==> src/rtl/seq_comparator.sv <==
// Multi-cycle magnitude comparator: walks two wide operands CHUNK bits per cycle,
// most-significant slice first, and stops at the first slice that differs.
module seq_comparator #(
    parameter int N_WIDTH = 32,
    parameter int CHUNK   = 8
) (
    input  logic               clk,
    input  logic               rst,
    input  logic               start,
    input  logic [N_WIDTH-1:0] a,
    input  logic [N_WIDTH-1:0] b,
    input  logic               sgn,
    output logic               busy,
    output logic               done,
    output logic               gt,
    output logic               lt,
    output logic               eq
);

    localparam int NCHUNK = N_WIDTH / CHUNK;
    localparam int IDXW   = (NCHUNK > 1) ? $clog2(NCHUNK) : 1;
    localparam logic [IDXW-1:0]  LAST_IDX = IDXW'(NCHUNK - 1);
    localparam logic [CHUNK-1:0] MSB_MASK = CHUNK'(1) << (CHUNK - 1);

    generate
        if ((N_WIDTH % CHUNK) != 0) begin : g_bad_chunk
            $error("seq_comparator: N_WIDTH must be a multiple of CHUNK");
        end
    endgenerate

    typedef enum logic {
        IDLE = 1'b0,
        CMP  = 1'b1
    } state_t;

    state_t             state_q, state_d;
    logic [IDXW-1:0]    idx_q, idx_d;
    logic [N_WIDTH-1:0] a_q, a_d;
    logic [N_WIDTH-1:0] b_q, b_d;
    logic               sgn_q, sgn_d;
    logic               busy_q, busy_d;
    logic               done_q, done_d;
    logic               gt_q, gt_d;
    logic               lt_q, lt_d;
    logic               eq_q, eq_d;

    logic               flip_s;
    logic [CHUNK-1:0]   slice_a_s;
    logic [CHUNK-1:0]   slice_b_s;

    // Slice under test is always the top CHUNK bits, since operands shift left as
    // slices match; the sign-bit inversion applies only to the first slice.
    always_comb begin
        flip_s    = sgn_q & (idx_q == {IDXW{1'b0}});
        slice_a_s = a_q[N_WIDTH-1 -: CHUNK] ^ (flip_s ? MSB_MASK : {CHUNK{1'b0}});
        slice_b_s = b_q[N_WIDTH-1 -: CHUNK] ^ (flip_s ? MSB_MASK : {CHUNK{1'b0}});
    end

    // Next-state and registered-output computation.
    always_comb begin
        state_d = state_q;
        idx_d   = idx_q;
        a_d     = a_q;
        b_d     = b_q;
        sgn_d   = sgn_q;
        busy_d  = busy_q;
        done_d  = 1'b0;
        gt_d    = gt_q;
        lt_d    = lt_q;
        eq_d    = eq_q;
        case (state_q)
            IDLE: begin
                if (start) begin
                    a_d     = a;
                    b_d     = b;
                    sgn_d   = sgn;
                    idx_d   = {IDXW{1'b0}};
                    busy_d  = 1'b1;
                    state_d = CMP;
                end else begin
                    busy_d  = 1'b0;
                end
            end
            CMP: begin
                if (slice_a_s != slice_b_s) begin
                    gt_d    = (slice_a_s > slice_b_s);
                    lt_d    = (slice_a_s < slice_b_s);
                    eq_d    = 1'b0;
                    done_d  = 1'b1;
                    busy_d  = 1'b0;
                    state_d = IDLE;
                end else if (idx_q == LAST_IDX) begin
                    gt_d    = 1'b0;
                    lt_d    = 1'b0;
                    eq_d    = 1'b1;
                    done_d  = 1'b1;
                    busy_d  = 1'b0;
                    state_d = IDLE;
                end else begin
                    idx_d   = idx_q + IDXW'(1);
                    a_d     = a_q << CHUNK;
                    b_d     = b_q << CHUNK;
                end
            end
            default: begin
                busy_d  = 1'b0;
                state_d = IDLE;
            end
        endcase
    end

    // State and output registers; reset discards any in-flight comparison.
    always_ff @(posedge clk or posedge rst) begin
        if (rst) begin
            state_q <= IDLE;
            idx_q   <= {IDXW{1'b0}};
            a_q     <= {N_WIDTH{1'b0}};
            b_q     <= {N_WIDTH{1'b0}};
            sgn_q   <= 1'b0;
            busy_q  <= 1'b0;
            done_q  <= 1'b0;
            gt_q    <= 1'b0;
            lt_q    <= 1'b0;
            eq_q    <= 1'b0;
        end else begin
            state_q <= state_d;
            idx_q   <= idx_d;
            a_q     <= a_d;
            b_q     <= b_d;
            sgn_q   <= sgn_d;
            busy_q  <= busy_d;
            done_q  <= done_d;
            gt_q    <= gt_d;
            lt_q    <= lt_d;
            eq_q    <= eq_d;
        end
    end

    assign busy = busy_q;
    assign done = done_q;
    assign gt   = gt_q;
    assign lt   = lt_q;
    assign eq   = eq_q;

endmodule

==> config.mk <==
export PLATFORM = sky130hd
export DESIGN_NAME = seq_comparator
export DESIGN_NICKNAME = d
export VERILOG_FILES = /design/src/rtl/seq_comparator.sv
export SDC_FILE = /design/constraint.sdc
export NUM_CORES = 1
export LEC_CHECK = 0
export ABC_AREA = 1
export CORE_ASPECT_RATIO = 0.7
export CORE_UTILIZATION = 56
export CTS_CLUSTER_SIZE = 30
export DETAILED_ROUTE_END_ITERATION = 10
export GPL_ROUTABILITY_DRIVEN = 0
export PLACE_DENSITY = 0.95
export SLEW_MARGIN = 15
export SYNTH_ARGS = -nofsm -noshare
export SYNTH_HDL_FRONTEND = slang
export SYNTH_SLANG_ARGS = --single-unit
==> constraint.sdc <==
create_clock -name clk -period 4.5 [get_ports clk]
set_clock_uncertainty 0.1 [all_clocks]
set_input_delay 1.125 -clock clk [delete_from_list [all_inputs] [get_ports clk]]
set_output_delay 1.125 -clock clk [all_outputs]
set_load 0.01 [all_outputs]
==> results of run 1 <==
[placed cells by master (no fill, tap or decap)]
master	Yosys	layout
dfrtp_1	73	73
ha_1	9	9
o21ai_0	2	2
clkinv_1	1	1
clkbuf_8	0	11
nand2_1	300	300
nor2_1	8	8
clkdlybuf4s50_1	0	72
buf_4	3	4
a21oi_2	1	1
bufinv_16	0	2
clkbuf_1	12	3
inv_1	21	20
nand2_2	2	2
inv_2	1	2
nand3_1	71	71
a21oi_1	1	1
nand3b_1	1	1
nand3_2	1	1
[worst max-delay path, delay by kind of cell (launching register included)]
kind,cells,cell delay [ps]
buffers and inverters,2,1130
flip-flops,1,390
AND/OR/NAND/NOR,5,1290
[per-stage QoR]
| stage | utilization [%] | instances |
|---|---|---|
| finish | 73.83 | 675 |
| global route | 73.83 | 675 |
| detailed placement | 70.32 | 659 |
| CTS | 73.83 | 675 |
| floorplan | - | 523 |
| global placement | 70.32 | 659 |
[Yosys cell counts]
| library cell | instances | area share, % |
|---|---|---|
| a21oi_1 | 1 | 0.13 |
| a21oi_2 | 1 | 0.23 |
| buf_1 | 4 | 0.40 |
| buf_2 | 11 | 1.5 |
| buf_4 | 3 | 0.60 |
| buf_6 | 1 | 0.30 |
| clkbuf_1 | 12 | 1.2 |
| clkinv_1 | 1 | 0.10 |
| dfrtp_1 | 73 | 49 |
| ha_1 | 9 | 3.0 |
| inv_1 | 21 | 2.1 |
| inv_2 | 1 | 0.10 |
| nand2_1 | 300 | 30 |
| nand2_2 | 2 | 0.33 |
| nand3_1 | 71 | 9.5 |
| nand3_2 | 1 | 0.27 |
| nand3b_1 | 1 | 0.20 |
| nor2_1 | 8 | 0.80 |
| o21ai_0 | 2 | 0.27 |
[routing by layer]
metal  wire, um  part of all wire, %  vias up  GRT usage [%]
li1           -                    -     1718              -
met1       3901                   42     1644          37.79
met2       4388                   47      160          46.90
met3        753                  8.1       30          6.907
met4        216                  2.3        0          11.11
met5          0                    0        -              0
[layout make-up]
class | instances | area, um^2
Clock inverter | 2 | 60.06
Fill cell | 488 | 1658
Clock buffer | 14 | 162.7
Sequential cell | 73 | 1827
Timing Repair Buffer | 76 | 750.7
Inverter | 23 | 86.33
Multi-Input combinational cell | 396 | 1678
Tap cell | 91 | 113.9
[cells by family after synthesis]
logic type	count (synthesis)
simple gates	383
buf+inv	54
compound gates	4
fa+ha+maj	9
flops	73
[state kept, by name (all words and copies together), names as in the netlist]
register  flops
busy          1
a_q          32
idx_q         2
done          1
lt            1
state_q       1
b_q          32
gt            1
sgn_q         1
eq            1
[worst max path at each step]
stage	cells after the start	endpoint	slack (ps)	startpoint
3_5_place_dp	5	b_q[9]	1250	start
6_report	7	a_q[13]	1420	state_q
4_1_cts	7	a_q[13]	1470	state_q
5_1_grt	7	b_q[30]	1190	state_q
2_1_floorplan	1	a_q[0]	1420	rst
3_3_place_gp	5	a_q[26]	1320	start
[power breakdown]
| group | internal (uW) | switching, uW | leakage [uW] |
|---|---|---|---|
| Sequential | 779 | 75.1 | 0.000914 |
| Clock | 344 | 234 | 0.000111 |
| Combinational | 196 | 255 | 0.00154 |
==> results.md, run 1 <==
- After Yosys synthesis, and, or, nand and nor cells account for 41.22% of the synthesized area.
- The number of instances resized during post-cts repair is 0.
- Detailed routing inserted a total of 3,552 vias.
- STA classifies the critical path startpoint as a flop.
- STA classifies the critical path endpoint as a flop.
- The power per standard cell area is 402.7 nW/um^2.
- After synthesis, the netlist uses 19 different library cells.
- The endpoint arrival time on the critical path is 3200 ps.
- Of all nets on the critical path, the largest fanout is 69.
- The most frequent cell on the critical path is nand2_1.
- The worst-case headroom to the max-slew limit is 42.39%.
- Counting every net in the synthesized netlist gives 600.
- The number of vias per cell after detailed routing is 5.262.
- The number of levels the H-tree was split into is 3.
- The Yosys step of the flow raised 0 warnings.
- The worst flop-to-flop path startpoint is state_q.
- The total leakage power is 0.002563 uW.
- The routed wire length is 9.260 mm.
- The synthesized netlist devotes 0% of its cell area to XOR and XNOR gates.
- The top achievable clock speed is 325.0 MHz.
- Clock tree synthesis found a total of 73 sinks.
- In the final routed layout, each cell accounts on average for 13.72 um.
- Walking the worst path, the cells encountered are inv_2 > nor2_1 > nand3_2 > buf_4 > nand2_2 > nand2_1 > nand2_1.
- In this run the cell area measured after placement is 4456 um^2.
- The number of storage elements in the synthesis netlist is 73.
- The tree is rooted in a clkbuf_8.
- STA puts the critical path data required time at 4620 ps.
- Summing the areas of all fa, ha and maj instances in the mapped netlist gives 3.011% of the synthesized area.
- The clock-pin transition on the worst setup and hold timing paths is 70 ps.
- The share of the clock period used by the worst path after layout is 68.37%.
- For this run, the detailed router's first-pass iteration total came to 5.
- The die covers 7014 um^2.
- The number of clock buffers added by TritonCTS is 9.
- Measured in cells, the most critical reg-to-reg path has a length of 7.
- The die height is 70.37 um.
- The tightest hold margin is 400.2 ps.
- In the synthesized netlist, the number of instances is 523.
- The critical path's slowest cell is nand2_2.
- The number of DRC markers after the initial detailed-route iteration is 310.
- Port buffering added 72 buffers.
- Timing analysis after detailed placement gives a worst setup slack of 1252 ps.
- The hold violation count in the final report is 0.
- In this run the worst hold path is classified as reg2reg.
- Across every metal layer, demand over resource in global routing totals 28.95%.
- The final setup TNS is 0 ps.
- For this design, the CTS-stage hold fixing added 0 buffers.
- Summing the areas of all compound-gate instances in the mapped netlist gives 0.6357% of the synthesized area.
- For this run, the post-layout net count is 656.
- Cells with a size suffix above 1 make up 3.938% of the layout.
- For this design the top-level I/O count stands at 73.
- The worst stage delay on the critical path is 710 ps.
- The pin count of the biggest net entering global routing is 70.
- Across the VDD grid, the largest voltage drop is 0.0001840 V.
- The first-pass GRT wire length is 15.63 mm.
- The final number of max-transition violations came to 0.
- The worst hold path was traced through 2 stages.
- The final worst setup slack is 1423 ps.
- Setup violations remaining at the end of the flow were counted as 0.
- The clock reaches the later pin of the worst-skew pair after 350 ps.
- At the pin with the least slew margin, the transition time is 861.1 ps.
- No sink is reached through more buffers than the 2 on the longest clock path.
- The mux cell area share after synthesis is 0%.
- Max-cap violations in this run came to 0.
- The growth of design area from synthesis to finish is 25.09%.
- The total grt overflow is 0.
- The via count of the first global-routing pass is 3,497.
- The starting density of the core is 59.02%.
- The worst register-to-register path ends at a_q[13].
- The finished cells cover 4678 um^2.
- The worst hold path terminates at busy.
- The combinational family with the most area after synthesis is simple AND/OR/NAND/NOR gates.
- The standard-cell row count is 24.
- The buffers inserted during post-CTS setup optimization is 0.
- In this run the register-to-register setup slack is 1420 ps.
- The average cell area after synthesis is 7.151 um^2.
- The count of antenna diodes in the layout is 0.
- The total area inside the core boundary comes to 6336 um^2.
- The hold path startpoint is busy.
- The total chip power is 1884 uW.
- Sequential elements use 48.85% of the synthesized area.
- The count of nets left with antenna violations after detail routing is 0.
- The combined area of all synthesized cells is 3740 um^2.
- By startpoint and endpoint, the worst setup path is classified as reg2reg.
- The die boundary width is 99.68 um.
- For this run, design rule violations remaining after detail routing come to 0.
- The number of antenna violations at the first check in global routing is 0.
- The clock tree from TritonCTS is built.
- Setup repair after global routing left no endpoint under its margin.
- The flow ran to the end, and the final reports show no timing, DRC or antenna violations.
- For the finished layout, the period the worst path requires is 3077 ps.
- Detailed placement finished with a half-perimeter wire length of 6.021 mm.
No activity file was read; power rests on OpenSTA's default activity.
==> inputs of run 2 (changes only) <==
- CORE_UTILIZATION: 56 -> 52
- PLACE_DENSITY: 0.95 -> 0.92
- clock period: 4.5 -> 3.08 ns (I/O delays scaled with it)
==> run 2 against run 1 <==
Effect of this change: critical path depth down 6; wire length down 3.5%; sequential share of layout area down 0.37 points; critical endpoint is now busy; highest routed layer unchanged; worst setup slack worse by 470 ps; register-to-register slack worse by 430 ps; power up 47%; final cell count up 0.89%; via count down 0.76%; largest cell class unchanged; first-iteration DRC count up 22%.
==> results.md, run 2 (synthesis results as in run 1) <==
- The first routing iteration left 378 violations.
- Clock-pin slew was measured on the worst setup and hold paths at 80 ps.
- The count of nets left with antenna violations after detail routing is 0.
- In this run the critical register-to-register path is launched from a_q[27].
- The largest registers in the layout are a_q (32), b_q (32), idx_q (2).
- The peak-usage layer in the global routing report is met2.
- The maximum fanout count along the critical path is 2.
- The number of instances resized during post-cts repair is 0.
- CTS built an H-tree with a depth of 3.
- Summing all non-filler instances in the final layout gives an area of 4723 um^2.
- The clock net in this run drives a total of 73 sinks.
- The routed via count is 3,525.
- The fraction of met1 tracks used by global routing is 35.72%.
- The critical path capture point type is an output port.
- In the final routed layout, each cell accounts on average for 13.12 um.
- The critical path starts at busy.
- The final setup TNS is 0 ps.
- Measured along the x axis, the die boundary spans 103.4 um.
- For this run, design rule violations remaining after detail routing come to 0.
- The worst hold path was traced through 2 stages.
- In this run the number of cells on the critical path is 1.
- The total grt overflow is 0.
- The peak supply drop is 0.0002813 V.
- The worst-case headroom to the max-slew limit is 54.00%.
- The met2 capacity usage during global routing is 42.60%.
- The power per standard cell area is 585.5 nW/um^2.
- The growth of design area from synthesis to finish is 26.30%.
- The clock latency reported for the late side of the worst-skew pair is 360 ps.
- The worst register-to-register path has a depth of 8.
- The critical path is of the reg2out type.
- After detailed routing, the number of vias per cell comes to 5.176.
- The capturing point of the worst reg2reg path is b_q[9].
- The final number of max-transition violations came to 0.
- The die is 72.96 um tall.
- The library cells used most frequently in the layout, excluding fill and tap cells, are 300 x nand2_1, 73 x dfrtp_1, 72 x clkdlybuf4s50_1.
- For this run, global-route usage on met3 was measured as 6.705%.
- The clock tree buffer depth is 2.
- The first detailed-routing pass ran for 7 iterations.
- The actual slew at the worst max-slew pin is 690.0 ps.
- Across the run, the number of max-cap violations was 0.
- The number of buffers created by CTS is 9.
- The path class of the tightest hold or removal check is reg2reg.
- Setup violations remaining at the end of the flow were counted as 0.
- The run finished with clean final reports.
- The most common cell after layout, fill and taps aside is nand2_1.
- The layout net count is 659.
- The number of hold buffers added after CTS was 0.
- Setup repair after global routing left no endpoint under its margin.
- Once placement finished, the instance area stood at 4494 um^2.
- The final HPWL from detailed placement is 6.037 mm.
- The die area is 7541 um^2.
- TritonCTS built the clock tree.
- The first global-routing pass estimated 15.29 mm of wire.
- The worst setup path is launched from a flop.
- The via count of the first global-routing pass came to 3,463.
- In this run the worst setup path terminates at busy.
- The combined buffer and inverter count along the critical path is 1.
- The floorplan step defined a core boundary enclosing 6850 um^2.
- The buffers inserted during post-CTS setup optimization is 0.
- The fraction of layout instances using a drive strength above 1 is 4.940%.
- The starting density of the core is 54.59%.
- Entering global routing, the biggest net connects 69 pins.
- The share of the clock period used by the worst path after layout is 69.03%.
- 73 I/O pins were placed.
- The data required time of the worst path is 2210 ps.
- Global routing consumed, over all layers together, 26.79% of the routing resources.
- The top achievable clock speed is 470.3 MHz.
- The total leakage power is 0.002587 uW.
- The core utilization of the finished layout is 68.95%.
- The final layout contains routed wiring with a total length of 8.934 mm.
- The critical path goes through clkdlybuf4s50_1.
- The reg2reg setup slack is 990 ps.
- The layout has 550 filler cells.
- On the final layout, the worst hold slack is 401.5 ps.
- The count of antenna diodes in the layout is 0.
- On the worst path, the slowest cell contributes a delay of 540 ps.
- For this design, the slowest cell found on the critical path is clkdlybuf4s50_1.
- The endpoint arrival time on the critical path is 1260 ps.
- The number of antenna violations at the first check in global routing is 0.
- The standard-cell row count is 25.
- The count of buffers inserted at the top-level ports is 72.
- The hold violation count in the final report came to 0.
- The cell at the root of the clock tree is clkbuf_8.
- The cell class contributing the biggest share of worst-path delay is buffers and inverters.
- The routed design could run at a clock period as short as 2126 ps.
## run 2: changes by cell type in the layout (fill, tap and decap cells not counted), sizes merged
cell,previous run,this run
clkinvlp,0,1
clkbuf,14,11
clkinv,1,3
buf,4,7
## run 2: power breakdown
group | total (uW) | internal [uW] | switching, uW
clock | 859 | 497 | 362
combinational | 660 | 293 | 368
sequential | 1250 | 1140 | 108
total | 2770 | 1930 | 837
## run 2: worst min path at each step
stage | from | end | slack (ps)
final | busy | busy | 400
after global routing | busy | busy | 420
after CTS | a_q[2] | a_q[2] | 400
after detailed placement | a_q[2] | a_q[2] | 390
after global placement | b_q[0] | b_q[0] | 380
after floorplan | a_q[4] | a_q[4] | 370
## run 2: per-stage QoR
step	total power, uW	setup slack, ps	std cells
after floorplan	1673	356.7	523
after global placement	1875	756.8	665
after detailed placement	1920	729.9	665
after CTS	2768	938.7	681
after global routing	2934	775.5	681
final	2765	953.9	681
## run 2: per-layer routing
metal,vias to the layer above,part of all wire (%)
met5,-,0
met4,0,1.4
met3,15,6.6
met2,141,47
met1,1638,45
li1,1731,-
## run 2: final cells by class
cell class                      count  area, um^2  area share, %
Multi-Input combinational cell    396        1678          35.52
Clock inverter                      5       77.57          1.642
Clock buffer                       11       151.4          3.205
Timing Repair Buffer               79       785.8          16.64
Inverter                           23       86.33          1.828
Sequential cell                    73        1827          38.68
Tap cell                           94       117.6          2.490
